File: src/rtl/tick_scheduler_pkg.sv
// Shared types and helpers for the tick scheduler: channel FSM states,
// channel mode encodings and the prescaler divide-ratio calculation.
package tick_scheduler_pkg;

    typedef enum logic {
        ST_IDLE = 1'b0,
        ST_RUN  = 1'b1
    } ch_state_e;

    localparam logic MODE_PERIODIC = 1'b0;
    localparam logic MODE_ONESHOT  = 1'b1;

    function automatic int prescale_div(input int clk_hz, input int base_hz);
        return clk_hz / base_hz;
    endfunction

endpackage

File: src/rtl/tick_scheduler_channel.sv
// One scheduler channel: counts base ticks down from its period register and
// emits a tick pulse, a square wave and a sticky one-shot done flag.
module tick_channel
    import tick_scheduler_pkg::*;
#(
    parameter int PW         = 16,
    parameter int DEF_PERIOD = 1000
) (
    input  logic          clk_50MHz,
    input  logic          rst,
    input  logic          base_tick,
    input  logic          start,
    input  logic          stop,
    input  logic          done_clr,
    input  logic          cfg_we,
    input  logic [PW-1:0] cfg_period,
    input  logic          cfg_mode,
    output logic          run,
    output logic          tick,
    output logic          sqw,
    output logic          done
);

    ch_state_e     state_q, state_d;
    logic [PW-1:0] cnt_q, cnt_d;
    logic [PW-1:0] period_q, period_d;
    logic          mode_q, mode_d;
    logic          tick_q, tick_d;
    logic          sqw_q, sqw_d;
    logic          done_q, done_d;

    always_ff @(posedge clk_50MHz or posedge rst) begin
        if (rst) begin
            state_q  <= ST_IDLE;
            cnt_q    <= '0;
            period_q <= PW'(DEF_PERIOD);
            mode_q   <= MODE_PERIODIC;
            tick_q   <= 1'b0;
            sqw_q    <= 1'b0;
            done_q   <= 1'b0;
        end else begin
            state_q  <= state_d;
            cnt_q    <= cnt_d;
            period_q <= period_d;
            mode_q   <= mode_d;
            tick_q   <= tick_d;
            sqw_q    <= sqw_d;
            done_q   <= done_d;
        end
    end

    // Start and reload read period_q/mode_q, so a same-cycle config write only
    // takes effect at the following reload or expiry.
    always_comb begin
        state_d  = state_q;
        cnt_d    = cnt_q;
        period_d = period_q;
        mode_d   = mode_q;
        tick_d   = 1'b0;
        sqw_d    = sqw_q;
        done_d   = done_clr ? 1'b0 : done_q;

        if (cfg_we) begin
            period_d = cfg_period;
            mode_d   = cfg_mode;
        end

        if (stop) begin
            state_d = ST_IDLE;
            cnt_d   = '0;
            sqw_d   = 1'b0;
        end else if (start) begin
            state_d = ST_RUN;
            cnt_d   = period_q;
            done_d  = 1'b0;
        end else if (state_q == ST_RUN && base_tick) begin
            if (cnt_q > PW'(1)) begin
                cnt_d = cnt_q - PW'(1);
            end else begin
                tick_d = 1'b1;
                sqw_d  = ~sqw_q;
                if (mode_q == MODE_ONESHOT) begin
                    state_d = ST_IDLE;
                    cnt_d   = '0;
                    done_d  = 1'b1;
                end else begin
                    cnt_d = period_q;
                end
            end
        end
    end

    assign run  = (state_q == ST_RUN);
    assign tick = tick_q;
    assign sqw  = sqw_q;
    assign done = done_q;

endmodule

File: src/rtl/tick_scheduler.sv
// Shared timebase: a free-running prescaler producing base_tick, configuration
// decode with error reporting, and NCH independent tick channels.
module tick_scheduler
    import tick_scheduler_pkg::*;
#(
    parameter int CLK_HZ     = 50_000_000,
    parameter int BASE_HZ    = 1000,
    parameter int NCH        = 4,
    parameter int CHW        = 2,
    parameter int PW         = 16,
    parameter int DEF_PERIOD = 1000
) (
    input  logic           clk_50MHz,
    input  logic           rst,
    input  logic           cfg_we,
    input  logic [CHW-1:0] cfg_ch,
    input  logic [PW-1:0]  cfg_period,
    input  logic           cfg_mode,
    input  logic [NCH-1:0] start,
    input  logic [NCH-1:0] stop,
    input  logic [NCH-1:0] done_clr,
    output logic           cfg_err,
    output logic           base_tick,
    output logic [NCH-1:0] run,
    output logic [NCH-1:0] tick,
    output logic [NCH-1:0] sqw,
    output logic [NCH-1:0] done
);

    localparam int DIV = prescale_div(CLK_HZ, BASE_HZ);
    localparam int PSW = (DIV > 1) ? $clog2(DIV) : 1;

    logic [PSW-1:0] presc_q, presc_d;
    logic           base_tick_q, base_tick_d;
    logic           cfg_err_q, cfg_err_d;
    logic           cfg_ok;
    logic [NCH-1:0] cfg_sel;

    always_ff @(posedge clk_50MHz or posedge rst) begin
        if (rst) begin
            presc_q     <= '0;
            base_tick_q <= 1'b0;
            cfg_err_q   <= 1'b0;
        end else begin
            presc_q     <= presc_d;
            base_tick_q <= base_tick_d;
            cfg_err_q   <= cfg_err_d;
        end
    end

    // The prescaler never sees channel activity, so every channel shares one phase.
    always_comb begin
        presc_d     = presc_q + PSW'(1);
        base_tick_d = 1'b0;
        if (presc_q == PSW'(DIV - 1)) begin
            presc_d     = '0;
            base_tick_d = 1'b1;
        end

        cfg_ok    = cfg_we && (cfg_period != '0) && (32'(cfg_ch) < NCH);
        cfg_err_d = cfg_we && !cfg_ok;
        cfg_sel   = '0;
        for (int i = 0; i < NCH; i++) begin
            cfg_sel[i] = cfg_ok && (32'(cfg_ch) == i);
        end
    end

    for (genvar g = 0; g < NCH; g++) begin : g_ch
        tick_channel #(
            .PW         (PW),
            .DEF_PERIOD (DEF_PERIOD)
        ) u_channel (
            .clk_50MHz  (clk_50MHz),
            .rst        (rst),
            .base_tick  (base_tick_q),
            .start      (start[g]),
            .stop       (stop[g]),
            .done_clr   (done_clr[g]),
            .cfg_we     (cfg_sel[g]),
            .cfg_period (cfg_period),
            .cfg_mode   (cfg_mode),
            .run        (run[g]),
            .tick       (tick[g]),
            .sqw        (sqw[g]),
            .done       (done[g])
        );
    end

    assign base_tick = base_tick_q;
    assign cfg_err   = cfg_err_q;

endmodule

File: config.mk
export PLATFORM = sky130hd
export DESIGN_NAME = tick_scheduler
export DESIGN_NICKNAME = d
export VERILOG_FILES = /design/src/rtl/tick_scheduler_pkg.sv /design/src/rtl/tick_scheduler_channel.sv /design/src/rtl/tick_scheduler.sv
export SDC_FILE = /design/constraint.sdc
export NUM_CORES = 1
export LEC_CHECK = 0
export ABC_CLOCK_PERIOD_IN_PS = 6100
export BUFFER_PORTS_ARGS = -buffer_cell sky130_fd_sc_hd__buf_2
export CORE_MARGIN = 8
export CORE_UTILIZATION = 45
export DETAILED_ROUTE_END_ITERATION = 10
export PLACE_DENSITY = 0.73
export SLEW_MARGIN = 20
export SYNTH_ARGS = -nofsm -noshare
export SYNTH_HDL_FRONTEND = slang
export SYNTH_SLANG_ARGS = --single-unit
File: constraint.sdc
create_clock -name clk_50MHz -period 6.1 [get_ports clk_50MHz]
set_input_delay 0.305 -clock clk_50MHz [delete_from_list [all_inputs] [get_ports clk_50MHz]]
set_output_delay 0.305 -clock clk_50MHz [all_outputs]
set_load 0.03 [all_outputs]
==> impl_metrics.toml <==
[place]
hpwl_um = 14300
port-buffer-count = 51
placed_area_um2 = 9120
place_ws_ns = 3.30
gp_congestion = 0.897

[global_routing]
grt_max_degree = 116
antenna_found_initial = 0
first_global_vias = 6717
grt.overflow.total = 0
grt_pass1_wl_um = 35000
grt_use_total_pct = 18.0

[timing]
setup_viol = 0
worstMarginPinSlew_ns = 0.962
fin_setup_tns_ns = 0
fmaxAchievable_mhz = 353
rsz0062_at_grt = "false"
slew_headroom_pct = 35.2
setup_ws_ns = 3.27
final.min_clock_period_ns = 2.83
skew_ns = 0.00812
min_period_over_period_pct = 46.4
final-hold-violation-count = 0
worst_hold_slack_ns = 0.0208
final_max_slew_viol_count = 0

[synth]
syn_nets = 929
syn_avg_cell_area_um2 = 9.87
yosys_warnings = 0
synth_seq_cells = 166
synth_edf_count = 0
synth_async_sr_flop_share_pct = 100
synth_cell_types = 65
synth.largest_area_cell = "dfrtp_1"
yosys-top-cells-area = "dfrtp_1, mux2_2, dfstp_2, nor2_1, nand2_1"
dominantRegCellSynth = "dfrtp_1"
synth_top_area_share_pct = 40.6
netlist_instances = 886
syn_area_um2 = 8750
ys_seq_area_share_pct = 47.8

[setup_path]
critPathLaunch = "g_ch[2].u_channel.cnt_q[5]"
cp.required_ns = 6.42
critical-path-slowest-cell = "nor2_1"
reg2regPathDepth = 6
path_max_fanout = 12
arrival_ns = 3.15
timing.rr.end = "g_ch[2].u_channel.cnt_q[7]"
critical_path.top_delay_family = "simple AND/OR/NAND/NOR gates"
cp_slowest_stage_delay_ns = 0.59
cp_num_buf_inv = 0
r2r_setup_slack_ns = 3.27
startpoint_type = "flop"
path_depth = 6
path_cells = "or4_1, or3_1, nor2_1, a22o_1, nand2_1, o311ai_0"
end_kind = "flop"
path_class = "reg2reg"
r2r-start = "g_ch[2].u_channel.cnt_q[5]"

[clock_network]
cts_setup_buffers = 0
cts_hold_buf = 0
clock_latency_ns = 0.44
cts_root_buf = "clkbuf_16"
h-tree-depth = 4
cts-buffers-inserted = 17
clock-sinks = 166
tritoncts = "built"
cts_resized = 0
clk_transition_reported_paths_ns = 0.07
cts_buffer_depth = 2

[detailed_routing]
firstDrtPassIters = 5
wl_met3_um = 1170
drc_errors = 0
routedWlPerCell_um = 17.9
routed_wl_um = 21300
antenna_left = 0
vias = 6994
vias_per_cell = 5.89
wl_met1_um = 9580
wl_met2_um = 10000
drt_iter0_markers = 576
dr.max_layer_used = "met4"

[hold_path]
worstHoldPathType = "in2async"

[floorplanning]
fp.dieW_um = 155
dieArea_um2 = 24200
start_util_pct = 45.4
pin_count = 52
core_area_um2 = 19300
die-height_um = 155
row_count = 51

[cells_and_area]
drive_gt1_share_pct = 21.1
multi_input_area_um2 = 4200
nets = 952
diodes = 0
post-route-cell-area_um2 = 9710
syn2layout_area_growth_pct = 11.0
regArea_um2 = 4180
nFillCells = 1765

[power]
p_leak_nw = 4.08
p_per_area_nw_per_um2 = 305
vdd_drop_max_v = 0.000209
power_w = 0.00296

[run_status]
outcome = "completed"

[job]
drv_cap = 0
-- metal layers --
metal | vias up | global-route usage [%]
li1 | 3307 | -
met1 | 3471 | 23.8
met2 | 187 | 28.1
met3 | 29 | 4.16
met4 | 0 | 7.26
met5 | - | 0
-- registers in the layout, indices dropped and copies added, names as in the netlist --
register                 cells
g_ch.u_channel.period_q     64
g_ch.u_channel.run           4
g_ch.u_channel.tick          4
g_ch.u_channel.cnt_q        64
base_tick                    1
g_ch.u_channel.mode_q        4
cfg_err                      1
g_ch.u_channel.done          4
g_ch.u_channel.sqw           4
presc_q                     16
-- cell usage after synthesis (5+ instances only) --
library cell and n:
nand2_1 71, a21oi_1 47, a32oi_1 9, nor2_1 82, nor2b_1 10, o311ai_0 11, nand2b_1 9, xor2_1 15
or2_2 5, o21ai_0 45, or4_4 6, inv_1 27, nor3_1 44, a221oi_1 8, or3_1 13, or4_1 10
nand4_1 5, buf_4 17, nand3_1 25, dfrtp_1 142, dfstp_2 24, nor4_1 15, ha_1 9, a211oi_1 12
a221o_1 11, xnor2_1 13, and3_1 8, and2_1 5, a22oi_1 5, clkbuf_1 33, o31ai_1 11, o211ai_1 10
a31oi_1 9, mux2_2 62
-- cell type report --
class,instances,area share (%)
Clock buffer,19,4.56
Clock inverter,13,1.39
Inverter,28,1.16
Multi-Input combinational cell,639,43.3
Sequential cell,166,43.1
Tap cell,265,3.42
Timing Repair Buffer,57,3.09
-- power breakdown --
part | internal [W] | switching, W | leakage, nW | total (W)
Combinational | 0.000227 | 0.000301 | 1.72 | 0.000527
Clock | 0.000554 | 0.000498 | 0.280 | 0.00105
Sequential | 0.00125 | 0.000129 | 2.08 | 0.00138
-- cells in the final DEF, fill, tap and decap left out, types with 10 or more instances in the layout --
| master | count |
|---|---|
| o311ai_0 | 11 |
| xor2_1 | 15 |
| or3_1 | 13 |
| a221o_1 | 11 |
| o31ai_1 | 11 |
| or4_1 | 10 |
| o21ai_0 | 45 |
| a21oi_1 | 47 |
| nand3_1 | 25 |
| xnor2_1 | 13 |
| nor2b_1 | 10 |
| nand2_1 | 71 |
| dfrtp_1 | 142 |
| dfstp_2 | 24 |
| mux2_2 | 62 |
| nor2_1 | 82 |
| clkbuf_16 | 17 |
| inv_1 | 26 |
| o211ai_1 | 10 |
| nor4_1 | 15 |
| buf_2 | 51 |
| nor3_1 | 43 |
| a211oi_1 | 12 |
-- worst max path at each step --
stage / slack [ns] / endpoint
detailed placement: 3.30 / g_ch[2].u_channel.cnt_q[7]
floorplan: 1.34 / base_tick
CTS: 3.29 / g_ch[2].u_channel.cnt_q[7]
global route: 3.06 / g_ch[0].u_channel.cnt_q[9]
global placement: 3.42 / g_ch[2].u_channel.cnt_q[12]
finish: 3.27 / g_ch[2].u_channel.cnt_q[7]
-- kinds of logic after synthesis --
logic type	Yosys count	synth area share [%]
and+or+nand+nor	325	18.9
DFF	166	47.8
buffers and inverters	81	4.32
xor gates and xnor gates	28	2.80
adders and majority gates	9	1.29
muxes	64	8.21
AOI/OAI and AO/OA	213	16.6
-- through the flow --
stage,cells,util (%)
final,1187,50.4
after global routing,1187,50.4
after CTS,1187,50.3
after detailed placement,1155,47.3
after global placement,1155,47.3
after floorplan,886,-
(Power assumes the default switching activity.)
